### config.mk
export PLATFORM = sky130hd
export DESIGN_NAME = acondicionador_botones
export DESIGN_NICKNAME = d
export VERILOG_FILES = /design/src/rtl/acondicionador_botones.sv
export SDC_FILE = /design/constraint.sdc
export NUM_CORES = 1
export LEC_CHECK = 0
export CAP_MARGIN = 10
export CORE_UTILIZATION = 45
export CTS_CLUSTER_SIZE = 30
export DETAILED_ROUTE_END_ITERATION = 7
export DONT_BUFFER_PORTS = 1
export MAX_ROUTING_LAYER = met4
export SKIP_LAST_GASP = 1
export SLEW_MARGIN = 30
export SYNTH_ARGS = -nofsm -noshare
export SYNTH_HDL_FRONTEND = slang
export SYNTH_SLANG_ARGS = --single-unit
### constraint.sdc
create_clock -name clk -period 1.85 [get_ports clk]
set_input_delay 0.37 -clock clk [delete_from_list [all_inputs] [get_ports clk]]
set_output_delay 0.37 -clock clk [all_outputs]
set_load 0.01 [all_outputs]
### src/rtl/acondicionador_botones.sv
// Purpose : synchronise and debounce the two raw push-buttons (BTN0 -> botonclk,
//           BTN2 -> botonxs) into clean levels plus a one-cycle press pulse each.
// Latency : a new raw level reaches the outputs DEBOUNCE_CYCLES+3 clk edges after
//           it is first sampled; press and release take the same time.
// Backpr. : none; the outputs are free-running levels/pulses with no handshake.
// Ports   : clk, botonreset (async, active-high), botonclk_raw, botonxs_raw in;
//           botonclk_limpio, botonxs_limpio, pulso_clk, pulso_xs out.
//           All outputs are registered, so the clean levels can safely clock
//           the downstream multiplier.

// One debounce channel: 2-flop synchroniser feeding a 4-state filter FSM.
module acondicionador_canal #(
  parameter int DEBOUNCE_CYCLES = 1000000,
  parameter int CNT_WIDTH       = 20
) (
  input  logic clk,
  input  logic botonreset,
  input  logic boton_raw,
  output logic limpio,
  output logic pulso
);

  typedef enum logic [1:0] {
    REPOSO      = 2'd0,
    FILT_SUBIDA = 2'd1,
    PULSADO     = 2'd2,
    FILT_BAJADA = 2'd3
  } estado_t;

  localparam logic [CNT_WIDTH-1:0] CNT_MAX = CNT_WIDTH'(DEBOUNCE_CYCLES - 1);

  logic                 s1_q;
  logic                 s2_q;
  logic [CNT_WIDTH-1:0] cnt_q;
  estado_t              estado_q;
  logic                 limpio_q;
  logic                 pulso_q;

  always_ff @(posedge clk or posedge botonreset) begin
    if (botonreset) begin
      s1_q     <= 1'b0;
      s2_q     <= 1'b0;
      cnt_q    <= '0;
      estado_q <= REPOSO;
      limpio_q <= 1'b0;
      pulso_q  <= 1'b0;
    end else begin
      s1_q    <= boton_raw;
      s2_q    <= s1_q;
      // The pulse lives for exactly the edge that enters PULSADO.
      pulso_q <= 1'b0;
      case (estado_q)
        REPOSO: begin
          cnt_q <= '0;
          if (s2_q) estado_q <= FILT_SUBIDA;
        end
        FILT_SUBIDA: begin
          if (!s2_q) begin
            // Bounce or glitch: drop back without touching the outputs.
            estado_q <= REPOSO;
            cnt_q    <= '0;
          end else if (cnt_q == CNT_MAX) begin
            estado_q <= PULSADO;
            cnt_q    <= '0;
            limpio_q <= 1'b1;
            pulso_q  <= 1'b1;
          end else begin
            cnt_q <= cnt_q + CNT_WIDTH'(1);
          end
        end
        PULSADO: begin
          cnt_q <= '0;
          if (!s2_q) estado_q <= FILT_BAJADA;
        end
        FILT_BAJADA: begin
          if (s2_q) begin
            estado_q <= PULSADO;
            cnt_q    <= '0;
          end else if (cnt_q == CNT_MAX) begin
            // Release: level falls, no pulse.
            estado_q <= REPOSO;
            cnt_q    <= '0;
            limpio_q <= 1'b0;
          end else begin
            cnt_q <= cnt_q + CNT_WIDTH'(1);
          end
        end
        default: begin
          estado_q <= REPOSO;
          cnt_q    <= '0;
        end
      endcase
    end
  end

  assign limpio = limpio_q;
  assign pulso  = pulso_q;

endmodule

// Top level: two identical, independent channels.
module acondicionador_botones #(
  parameter int DEBOUNCE_CYCLES = 1000000,
  parameter int CNT_WIDTH       = 20
) (
  input  logic clk,
  input  logic botonreset,
  input  logic botonclk_raw,
  input  logic botonxs_raw,
  output logic botonclk_limpio,
  output logic botonxs_limpio,
  output logic pulso_clk,
  output logic pulso_xs
);

  acondicionador_canal #(
    .DEBOUNCE_CYCLES(DEBOUNCE_CYCLES),
    .CNT_WIDTH      (CNT_WIDTH)
  ) u_canal_clk (
    .clk       (clk),
    .botonreset(botonreset),
    .boton_raw (botonclk_raw),
    .limpio    (botonclk_limpio),
    .pulso     (pulso_clk)
  );

  acondicionador_canal #(
    .DEBOUNCE_CYCLES(DEBOUNCE_CYCLES),
    .CNT_WIDTH      (CNT_WIDTH)
  ) u_canal_xs (
    .clk       (clk),
    .botonreset(botonreset),
    .boton_raw (botonxs_raw),
    .limpio    (botonxs_limpio),
    .pulso     (pulso_xs)
  );

endmodule

# Word level (Yosys, flattened, before mapping)
# Cells that the tools add are included.
# op_classes
n_mux	38
n_reduce_logical	10
eq_ne	24
n_addsub	2
# ops
op	n
$mux 20	6
$pmux 20 s3	2
$add 20x1->20 const B	2
$eq 20x20->1 const B	2
$mux 2	12
$ne 2x1->1 const B	8
$pmux 2 s4	2
$mux 1	14
$reduce_and 5->1	2
$eq 2x2->1 const B	4
$ne 2x2->1 const B	4
$reduce_and 4->1	2
$ne 3x1->1 const B	2
$ne 3x3->1 const B	2
$eq 2x1->1 const B	2
$logic_not 2->1	2
$pmux 1 s2	2
$reduce_bool 2->1	2
$reduce_or 2->1	2
# word_totals
ff_bits	52
out_inout_bits	4
word_cells	86
in_bits	4

# Logic depth before layout (Yosys ltp)
# logic_depth
depth_word	4
mapped_depth	7
ltp_nobuf	5

# By module
# A second synthesis with hierarchy kept.
# hier_totals
hier_cells	248
hier_area_um2	2517.4
# by_module_without_submodules
mod	cells_per_inst	n_inst	area_per_inst_um2
acondicionador_canal	124	2	1258.7

# Least setup slack after synthesis
# OpenSTA, ideal clock, no wires.
# synth_timing
path_type	register -> register
start	reg u_canal_clk.cnt_q[0]
end	reg u_canal_clk.cnt_q[8]
arrival_time_ps	1788
path_stages_with_launch	7
synth_period_minus_slack_ps	1907
slack_ps	-57
setup_time_ps	118
cell_sequence	dfrtp_1 ha_1 nand3_1 or4_1 o21ai_4 buf_4 nor2_1
# synth_via
elab_chain_cells	4
# synth_rtl
element	line	rtl
start, declared	34	logic [CNT_WIDTH-1:0] cnt_q;
start signal, assigned	68	cnt_q <= cnt_q + CNT_WIDTH'(1);
start signal, assigned	85	cnt_q <= cnt_q + CNT_WIDTH'(1);
$add 20x1->20 or $eq 20x20->1 (tied branches)	--	
$mux 20 (*)	62, 79	
$mux 20 (on tied branches)	76, 58	
$pmux 20 s3 (*)	52	case (estado_q)
# Every way passes the cells marked *; elsewhere a longest branch is shown, timed or not.
# A chain may end at the register's enable or synchronous reset.

# Final worst setup path
# layout_timing
start	reg u_canal_clk.cnt_q[1]
end	reg u_canal_clk.limpio_q (netlist: u_canal_clk.limpio)
# layout_via
elab_chain_cells	3
# layout_rtl
element	line	rtl
$eq 20x20->1 (*)	62, 79	
$ne 2x1->1 (no source line)	--	
$reduce_and 5->1 (no source line) (*)	--	
end signal, assigned	45	limpio_q <= 1'b0;
end signal, assigned	65	limpio_q <= 1'b1;
end signal, assigned	83	limpio_q <= 1'b0;
end, declared	36	logic limpio_q;
# Marked as above.

==> summary.md <==
| Metric | Value |
|---|---|
| Critical Path Max Stage Delay | 0.59 ns |
| DRC | 0 |
| Final min period | 1.789 ns |
| Sw frac | 22.09% |
| Layout Skew | 0.003057 ns |
| Cells after Synth | 246 |
| Post-synth ARST share | 100.0% |
| Share of layout cells above drive strength 1 | 16.36% |
| TritonCTS Buffers | 5 |
| Initial Util | 47.72% |
| Max rail drop VDD | 0.2532 mV |
| CTS tree | done |
| Final Cycle Share | 96.72% |
| P_int | 1.482 mW |
| H-tree levels | 2 |
| Psw | 0.4203 mW |
| Number of synthesized flops with an enable pin | 0 |
| Pin count of the biggest net entering global routing | 36 |
| Post-Syn Area | 2484 um^2 |
| Post-synth top cells | dfrtp_1, nor2_1, xnor2_1 |
| Critical Path Slowest Stage Cell | or4_4 |
| Rel. slew slack | 71.68% |
| Yosys warnings | 0 |
| Max frequency | 558.8 MHz |
| GRT Total Usage | 18.23% |
| Max Cap Violations | 0 |
| Min-delay worst type | in2reg |
| Placed Area | 2684 um^2 |
| Die extent in x | 76.29 um |
| Crit-path cells | ha_2, nand3_1, or4_4, o41ai_2, a21oi_1 |
| WP buf/inv | 0 |
| P&R area growth vs syn | 15.67% |
| Post-synth top area cell | dfrtp_1 |
| Row cnt | 26 |
| Crit end category | flop |
| Seq/Total Area, Yosys | 52.39% |
| Initial antenna violation count | 0 |
| Crit Path Category | reg2reg |
| CTS Buffer Depth | 2 |
| PortBufs | 0 |
| Final ANT Viol Nets | 0 |
| Pwr dens | 662.3 nW/um^2 |
| Fin. max-slew vios | 0 |
| Final hold violation count | 0 |
| Top FF cell, synth | dfrtp_1 |
| Hpwl dp | 3187 um |
| Clock share of power | 35.2% |
| Root Buffer | clkbuf_8 |
| Outcome | complete, no violations |
| Post-Syn Nets | 252 |
| First-pass GRT wire length | 8079 um |
| Worst Path Max Fanout | 3 |
| WP data arrival | 1.98 ns |
| Yosys cell types | 34 |
| Sequential fraction of design power | 60.8% |
| ANT cells | 0 |
| Core area | 5205 um^2 |
| Sink Count | 52 |
| Vias per std cell | 5.419 |
| Average wire per cell in the routed design | 14.01 um |
| # IOs | 8 |
| RSZ-0062 raised after global routing | yes |
| DR pass1 iterations | 4 |
| Slew at the pin closest to its max-slew limit | 0.4209 ns |
| Leakage power | 1.142 nW |
| Syn Area/Cell | 10.10 um^2 |
| CP startpoint kind | flop |
| Final setup fails | 0 |
| Gate power share | 4.1% |
| Die height | 76.29 um |
| Share of the synthesized area in the top cell type | 52.39% |
| Die area | 5820 um^2 |
| Design Power | 1.903 mW |
| Top-count cell post-synth | dfrtp_1 |
| Grt ovf | 0 |
| Nets | 274 |
| Worst-skew pair later-pin latency | 0.30 ns |
| Top delay family on crit path | simple AND/OR/NAND/NOR gates |
| DR vias | 1837 |
| Top post-synthesis cells by area | dfrtp_1, xnor2_1, nor2_1 |
| #FFs+latches synth | 52 |
| Vias in the first global route | 1744 |
| Routed WL | 4748 um |
| Final GP Congestion | 0.7998 |
| Final instance area | 2873 um^2 |
| Clk pin slew, worst setup/hold paths | 0.09 ns |
| Worst Path Required | 2.04 ns |
| DRT iter0 DRCs | 91 |
==> sequential cells by signal, summed over array words and instances (netlist names), named ones only <==
name and count:
u_canal_xs.s2_q 1, u_canal_clk.pulso 1, u_canal_xs.limpio 1, u_canal_clk.estado_q 1, u_canal_clk.limpio 1, u_canal_xs.s1_q 1, u_canal_xs.pulso 1, u_canal_xs.cnt_q 20
u_canal_clk.s1_q 1, u_canal_clk.s2_q 1, u_canal_clk.cnt_q 20, u_canal_xs.estado_q 1
==> worst paths after layout <==
kind	startpoint	end	slack [ns]	cells past startpoint
min in group asynchronous	botonreset	u_canal_clk.cnt_q[2]	0.51	2
min reg2reg	u_canal_xs.s1_q	u_canal_xs.s2_q	0.36	0
max reg2reg	u_canal_clk.cnt_q[1]	u_canal_clk.limpio	0.06	5
max	u_canal_clk.cnt_q[1]	u_canal_clk.limpio	0.06	5
max in group asynchronous	botonreset	u_canal_clk.cnt_q[13]	0.82	3
min	botonxs_raw	u_canal_xs.s1_q	0.09	0
==> layout make-up <==
cell class	instances	area, um^2
inverter	11	41.29
timing repair buffer	22	205.2
fill	477	2332
tap	70	87.58
multi-input combinational	176	1147
clock buffer	8	90.09
sequential	52	1301
==> logic make-up after synthesis <==
logic type / synth area share [%]
xor+xnor: 10.23
buf+inv: 3.023
simple gates: 25.84
flops: 52.39
compound gates: 6.600
mux: 0.9067
fa+ha+maj: 1.007
==> metrics by stage <==
step | util [%] | cells | hold slack, ns | worst slack, ns | TNS [ns]
floorplan | - | 246 | 0.3312 | 0.004707 | 0
global placement | 51.56 | 323 | 0.2648 | 0.06999 | 0
detailed placement | 51.56 | 323 | 0.2758 | 0.01391 | 0
CTS | 53.49 | 332 | 0.07466 | 0.001156 | 0
global route | 55.19 | 339 | 0.06869 | -0.06014 | -0.1091
finish | 55.19 | 339 | 0.08635 | 0.06059 | 0
==> cell usage in the layout (no fill, tap or decap), types with 9 or more instances in the layout <==
master / Yosys / final
a21oi_1: 10 / 9
nor2_1: 35 / 35
xor2_1: 13 / 13
dfrtp_1: 52 / 52
nand2_1: 10 / 10
nand3_1: 12 / 12
inv_1: 11 / 10
xnor2_1: 16 / 16
nand4_1: 14 / 14
buf_4: 1 / 18
==> power by group through the flow <==
| stage | logic, mW | registers [mW] | clock network (mW) |
|---|---|---|---|
| 2_1_floorplan | 0.0417 | 1.18 | 0 |
| 3_3_place_gp | 0.0693 | 1.18 | 0 |
| 3_5_place_dp | 0.0701 | 1.18 | 0 |
| 4_1_cts | 0.0722 | 1.16 | 0.701 |
| 5_1_grt | 0.0888 | 1.16 | 0.730 |
| 6_report | 0.0774 | 1.16 | 0.669 |
==> per-layer routing <==
layer  track usage (%)  routed length, um  up-vias
met2             26.94               2084       28
met4             8.654                 94        0
li1                  -                  -      920
met5                 -                  0        -
met3             3.473                164        8
met1             24.18               2405      881
==> worst register-to-register path: stages (launching register included) <==
cell and delay, ns:
dfrtp_1 0.38, ha_2 0.18, nand3_1 0.12, or4_4 0.59, o41ai_2 0.30, a21oi_1 0.11
==> timing repair <==
item	in CTS	in global routing
hold buffers	1	0
gates resized for setup	0	9
setup endpoints to repair	0	37
endpoints found under the hold margin	17	0
setup buffers	0	7
No activity file was read; power rests on OpenSTA's default activity.
